<file path="config.mk">
export PLATFORM = sky130hd
export DESIGN_NAME = pulse_stretch_tx
export DESIGN_NICKNAME = d
export VERILOG_FILES = /design/src/rtl/pulse_stretch_tx.sv
export SDC_FILE = /design/constraint.sdc
export NUM_CORES = 1
export LEC_CHECK = 0
export ABC_AREA = 0
export BUFFER_PORTS_ARGS = -buffer_cell sky130_fd_sc_hd__buf_4
export CORE_ASPECT_RATIO = 0.9
export CORE_MARGIN = 2
export CORE_UTILIZATION = 55
export CTS_BUF_LIST = sky130_fd_sc_hd__clkbuf_8 sky130_fd_sc_hd__clkbuf_16
export CTS_CLUSTER_SIZE = 24
export DETAILED_ROUTE_END_ITERATION = 8
export PLACE_DENSITY = 0.76
export SLEW_MARGIN = 0
export SYNTH_ARGS = -nofsm -noshare
export SYNTH_HDL_FRONTEND = slang
export SYNTH_SLANG_ARGS = --single-unit
</file>
<file path="constraint.sdc">
create_clock -name clk -period 2.65 [get_ports clk]
set_clock_uncertainty 0.05 [all_clocks]
set_input_delay 0.53 -clock clk [delete_from_list [all_inputs] [get_ports clk]]
set_output_delay 0.53 -clock clk [all_outputs]
set_load 0.05 [all_outputs]
</file>
<file path="src/rtl/pulse_stretch_tx.sv">
// rtl/pulse_stretch_tx.sv - event-to-stretched-pulse transmitter with pending-event counter
module pulse_stretch_tx #(
  parameter int HIGH_CYC = 3,
  parameter int GAP_CYC  = 3,
  parameter int CNT_W    = 4
) (
  input  logic             clk,
  input  logic             rst,
  input  logic             sig_in,
  input  logic             ovf_clr,
  output logic             sig_out,
  output logic             busy,
  output logic [CNT_W-1:0] pend_cnt,
  output logic             ovf
);

  localparam logic [CNT_W-1:0] PMAX    = '1;
  localparam logic [CNT_W-1:0] CNT_ONE = CNT_W'(1);
  localparam logic [7:0]       HIGH_LD = 8'(HIGH_CYC - 1);
  localparam logic [7:0]       GAP_LD  = 8'(GAP_CYC - 1);

  typedef enum logic [1:0] {
    IDLE = 2'd0,
    HIGH = 2'd1,
    GAP  = 2'd2
  } state_t;

  state_t           r_state;
  state_t           w_state_nxt;
  logic [7:0]       r_phase;
  logic [7:0]       w_phase_nxt;
  logic [CNT_W-1:0] r_pend;
  logic [CNT_W-1:0] w_pend_nxt;
  logic             r_sig_out;
  logic             r_ovf;

  logic w_phase_last;
  logic w_pend_nz;
  logic w_launch;
  logic w_dec;
  logic w_direct;
  logic w_inc;
  logic w_drop;

  // Next-state, phase counter and pending-count decisions
  always_comb begin
    w_state_nxt  = r_state;
    w_phase_nxt  = r_phase;
    w_pend_nxt   = r_pend;
    w_phase_last = (r_phase == 8'd0);
    w_pend_nz    = (r_pend != '0);

    // A new pulse may start from idle or on the final gap cycle, so
    // back-to-back pulses run at HIGH_CYC+GAP_CYC with no idle cycle.
    w_launch = ((r_state == IDLE) || ((r_state == GAP) && w_phase_last)) &&
               (sig_in || w_pend_nz);

    case (r_state)
      IDLE: begin
        w_phase_nxt = 8'd0;
      end
      HIGH: begin
        if (w_phase_last) begin
          w_state_nxt = GAP;
          w_phase_nxt = GAP_LD;
        end else begin
          w_phase_nxt = r_phase - 8'd1;
        end
      end
      GAP: begin
        if (w_phase_last) begin
          w_state_nxt = IDLE;
          w_phase_nxt = 8'd0;
        end else begin
          w_phase_nxt = r_phase - 8'd1;
        end
      end
      default: begin
        w_state_nxt = IDLE;
        w_phase_nxt = 8'd0;
      end
    endcase

    if (w_launch) begin
      w_state_nxt = HIGH;
      w_phase_nxt = HIGH_LD;
    end

    // Older queued events go first to keep pulses in order; a fresh
    // event is only sent directly when nothing is queued.
    w_dec    = w_launch && w_pend_nz;
    w_direct = w_launch && !w_pend_nz;
    w_inc    = sig_in && !w_direct;
    w_drop   = w_inc && !w_dec && (r_pend == PMAX);

    if (w_inc && !w_dec && !w_drop) begin
      w_pend_nxt = r_pend + CNT_ONE;
    end else if (w_dec && !w_inc) begin
      w_pend_nxt = r_pend - CNT_ONE;
    end
  end

  // FSM state and phase counter register
  always_ff @(posedge clk) begin
    if (rst) begin
      r_state <= IDLE;
      r_phase <= 8'd0;
    end else begin
      r_state <= w_state_nxt;
      r_phase <= w_phase_nxt;
    end
  end

  // Registered pulse output, pending counter and sticky overflow flag
  always_ff @(posedge clk) begin
    if (rst) begin
      r_sig_out <= 1'b0;
      r_pend    <= '0;
      r_ovf     <= 1'b0;
    end else begin
      r_sig_out <= (w_state_nxt == HIGH);
      r_pend    <= w_pend_nxt;
      if (w_drop) begin
        r_ovf <= 1'b1;
      end else if (ovf_clr) begin
        r_ovf <= 1'b0;
      end
    end
  end

  assign sig_out  = r_sig_out;
  assign busy     = (r_state != IDLE);
  assign pend_cnt = r_pend;
  assign ovf      = r_ovf;

endmodule

</file>
* Yosys cells after proc, flatten, opt, wreduce, memory -nomap -nowiden
Cells that the tools add are included.
W data, S select, Z words.
** Storage, ports and cells
- Register bits after elaboration :: 16
- Input bits :: 4
- Output and inout port bits :: 7
- Logic and storage cells :: 48
** Cells by class
- Add/subtract/negate cells :: 3
- Equality and inequality tests :: 4
- Mux-type cells :: 12
- Reduce and logical (&&, ||, !) cells :: 23
** Operators with widths (number)
- $mux W8 :: 2
- $pmux W8 S2 :: 1
- $logic_and A1 B1 Y1 :: 9
- $logic_not A8 Y1 :: 1
- $mux W2 :: 4
- $mux W4 :: 2
- $sub A8 B1 Y8 const B :: 1
- $pmux W2 S3 :: 1
- $reduce_bool A2 Y1 :: 3
- $logic_not A1 Y1 :: 5
- $add A4 B1 Y4 const B :: 1
- $eq A2 B1 Y1 const B :: 2
- $eq A4 B4 Y1 const B :: 1
- $reduce_bool A4 Y1 :: 1
- $sub A4 B1 Y4 const B :: 1
- $eq A2 B2 Y1 const B :: 1
- $logic_not A2 Y1 :: 1
- $logic_or A1 B1 Y1 :: 2
- $mux W1 :: 2
- $reduce_or A2 Y1 :: 1

* Logic depth before layout (Yosys ltp)
- Depth after elaboration :: 12
- Depth in mapped cells :: 11
- Depth with buffers taken out :: 11

* Least setup slack after synthesis
No wires, ideal clock.
- Kind :: register -> register
- Start point :: register r_phase[0]
- End point :: register r_pend[3] (netlist: pend_cnt[3])
- Library setup time :: 0.123 ns
- Arrival :: 2.253 ns
- Data required time :: 2.477 ns
- Path slack :: 0.223 ns
- Stages on the path, launching flop included :: 11
- Buffers on the path :: 0
- Clock period less this slack :: 2.427 ns
- Cells stage by stage :: dfxtp_1 > inv_1 > ha_1 > nor4b_4 > a31oi_4 > nand3_1 > ha_1 > a21oi_1 > nand2_1 > a41oi_1 > mux2_1
** Between the ends
- Word-level cells in the longest chain between the ends :: 12
- Elaborated cells between the ends (all ways) :: 17
- Classes of those cells :: mux (1); reduce/logical (16)
** RTL lines
- from (decl) :: line 30 : logic [7:0] r_phase;
- from (signal assigned) :: line 110 : r_phase <= w_phase_nxt;
- $logic_not A8 Y1 (*) :: line 50 : w_phase_last = (r_phase == 8'd0);
- $logic_and A1 B1 Y1 (*) :: line 55 : w_launch = ((r_state == IDLE) || ((r_state == GAP) && w_phase_last)) &&
- $logic_or A1 B1 Y1 (*) :: line 55
- $logic_and A1 B1 Y1 (*) :: line 55
- $logic_and A1 B1 Y1 :: line 92 : w_direct = w_launch && !w_pend_nz;
- $logic_not A1 Y1 :: line 93 : w_inc = sig_in && !w_direct;
- $logic_and A1 B1 Y1 :: line 93
- $logic_and A1 B1 Y1 :: line 94, 96
- $logic_and A1 B1 Y1 :: line 94 : w_drop = w_inc && !w_dec && (r_pend == PMAX);
- $logic_not A1 Y1 :: line 96 : if (w_inc && !w_dec && !w_drop) begin
- $logic_and A1 B1 Y1 :: line 96
- $mux W4 / $reduce_bool A2 Y1 (equally long branches)
- to (signal assigned) :: line 122 : r_pend <= w_pend_nxt;
- to (decl) :: line 32 : logic [CNT_W-1:0] r_pend;
Mark *: on every way between the ends. The rest lies on a longest branch, timed or not.
A chain may end at the register's enable or synchronous reset.

* Final worst setup path
- Start point :: register r_phase[1]
- End point :: register r_pend[3] (netlist: pend_cnt[3])
The elaborated chain is that of the path after synthesis.

==> impl_results.md <==
* Worst-Margin Slew at around 0.32 ns
* Worst path required time at between 2 and 3 ns
* Worst Path Max Fanout at 3
* Post-Syn Area at between 900 and 1000 um2
* Area leader, netlist: dfxtp_1
* IO buf count at 10
* Via density per instance at about 5.5
* ANT cells at 0
* RSZ-0062 raised after global routing: no
* Status: completed
* Critical setup path kind: register to register
* Worst setup SP type: register
* Part of the cycle the worst path needs at 95.0%
* Critical Path Sink Type: register
* Clock Latency Late Sink at roughly 0.25 ns
* Number of distinct library cells after synthesis at 34
* Relative slew slack at 78.7%
* CTS sink cnt at 16
* Detailed placement HPWL at 1420 um
* Filler Cell Count at ~130
* Sequential share of the synthesized area at between 30% and 40%
* Area of the core at 1630 um2
* Max-slew violation count at 0
* Initial Util at 56.9%
* Final Setup Violations at 0
* First-pass GRT wire length at 3350 um
* Hold_buf cts at 0
* Postcts setup bufs at 0
* Synth top area share at between 30% and 40%
* Max Cap Viol at 0
* Wire per inst at roughly 14 um
* Post-synth net total at 110
* WP data arrival at approximately 2.6 ns
* TNS Setup at 0 ns
* Max frequency at between 0.3 and 0.4 GHz
* Pwr dens at approximately 1400 nW/um2
* Total Wirelength at about 1900 um
* Vias at about 750
* TritonCTS clock tree: done
* Tmin final at between 2 and 3 ns
* Row cnt at 14
* Die Y at around 43 um
* Hold Fails Final Rpt at 0
* Boundary Pins at 11
* Hold/Removal Path Class: register to register
* Syn Area/Cell at 9.56 um2
* GR Util All Layers at a little under a quarter
* First-pass iteration count of the detailed router at 4
* Final nets at 126
* Die area at between 2000 and 2500 um2
* Chip width at ~47 um
* Clock transition at path regs at roughly 0.06 ns
* Clock Tree Buf Depth at 2
* Worst R2R Path Depth at 10
* Warnings, synthesis at 0
* Largest net degree at the start of global routing at 13
* Gr ovfl total at 0
* Post-Syn Instances at 97
* Remaining DRCs at 0
* Clock tree root driver cell: clkbuf_8
* Overall Power at around 1.6 mW
* Hold path cells at 1
* Area Growth Syn to Fin at 19.8%
* Util after Layout at around 68%
* Antenna violations before repair at 0
* Ratio of cells with drive above 1 in the final layout at approximately a quarter
* First DRT Iteration DRCs at 12
* Pleak at 0.518 nW
* Antenna viol nets, final at 0
* # H-tree levels at 1
* Number of global-route vias before repair at 767
* CTS buffer count at 3
* VDD IR max at approximately 0.94 mV
* Routability congestion estimate at 0.823
* Post-CTS resize count at 0
* Yosys reg bits at 16
* Synth top area cells: dfxtp_1 (35%), ha_1 (11%), nor2_1 (6.9%)
per-stage QoR:
stage	cell area, um2	setup WS (ns)	hold slack [ns]	std cells
CTS	1100	0.0654	0.423	136
global route	1110	0.00659	0.438	136
global placement	1040	0.308	0.393	132
detailed placement	1040	0.0971	0.401	132
floorplan	927	0.223	0.377	97
finish	1110	0.134	0.417	136
layout make-up:
cell class	count	area, um2	share of cell area [%]
clock buffers	4	55.1	4.95
inverters	7	26.3	2.36
multi-input cells	73	589	53.0
flip-flops and latches	16	320	28.8
well taps	24	30.0	2.70
repair buffers	12	90.1	8.11
cell usage in the layout (no fill, tap or decap), types with 2 or more instances in the layout:
cell type	Yosys	layout
xor2_1	4	4
nand3_1	4	4
nor2_1	17	17
inv_1	7	7
dfxtp_1	16	16
xnor2_1	4	4
buf_4	0	12
nand3b_1	2	2
nand2_1	5	5
a21oi_1	4	4
clkbuf_8	0	4
nor3_1	2	2
ha_1	8	7
nor3_2	2	2
registers in the layout (all words and copies together) (netlist names):
| name | flops |
|---|---|
| r_phase | 8 |
| sig_out | 1 |
| r_state | 2 |
| ovf | 1 |
| pend_cnt | 4 |
cells in the mapped netlist (all sizes together):
cell / count
fa: 1
a41oi: 1
mux2: 1
nand4: 1
nand2b: 1
o2bb2ai: 1
nand2: 5
a31oi: 1
clkbuf: 1
dfxtp: 16
a211oi: 2
nand3b: 2
ha: 8
xor2: 4
nand3: 4
nor4b: 1
o21bai: 1
nor2b: 1
mux2i: 2
nand4b: 1
o21ai: 2
nor3b: 1
inv: 7
xnor2: 4
a32oi: 1
a21o: 1
nor2: 17
or4: 1
nor3: 4
a21oi: 4
logic make-up after synthesis:
| group | synth area share (%) |
|---|---|
| XOR/XNOR | 7.56 |
| buffers and inverters | 3.24 |
| adder cells (fa/ha/maj) | 13.0 |
| AO/OA/AOI/OAI | 12.6 |
| multiplexers | 4.72 |
| AND/OR/NAND/NOR | 24.4 |
| flip-flops | 34.5 |
per-layer routing:
| layer | routed length (um) | vias to the layer above | track usage (%) |
|---|---|---|---|
| li1 | - | 368 | - |
| met1 | 821 | 350 | 26.9 |
| met2 | 901 | 17 | 37.6 |
| met3 | 59 | 12 | 8.09 |
| met4 | 76 | 0 | 12.8 |
| met5 | 0 | - | 0 |
where the power goes:
group / switching (mW) / internal, mW / total (mW)
clock network: 0.0807 / 0.132 / 0.212
logic: 0.564 / 0.410 / 0.974
registers: 0.0800 / 0.304 / 0.384
total: 0.725 / 0.846 / 1.57
final timing paths:
check,start,endpoint,slack (ns)
worst min register to register,r_phase[0],r_phase[0],0.42
worst min-delay path,r_phase[0],r_phase[0],0.42
worst max register to register,r_phase[1],pend_cnt[3],0.13
worst max-delay path,r_phase[1],pend_cnt[3],0.13
critical path, stage by stage (launching register included):
cell and delay [ns]:
dfxtp_1 0.34, inv_1 0.12, ha_1 0.16, nor4b_4 0.29, a31oi_4 0.13, nand3_1 0.20
ha_4 0.24, a21oi_1 0.15, nand2_1 0.11, a41oi_1 0.26, mux2_1 0.36
No activity file was read; power rests on OpenSTA's default activity.
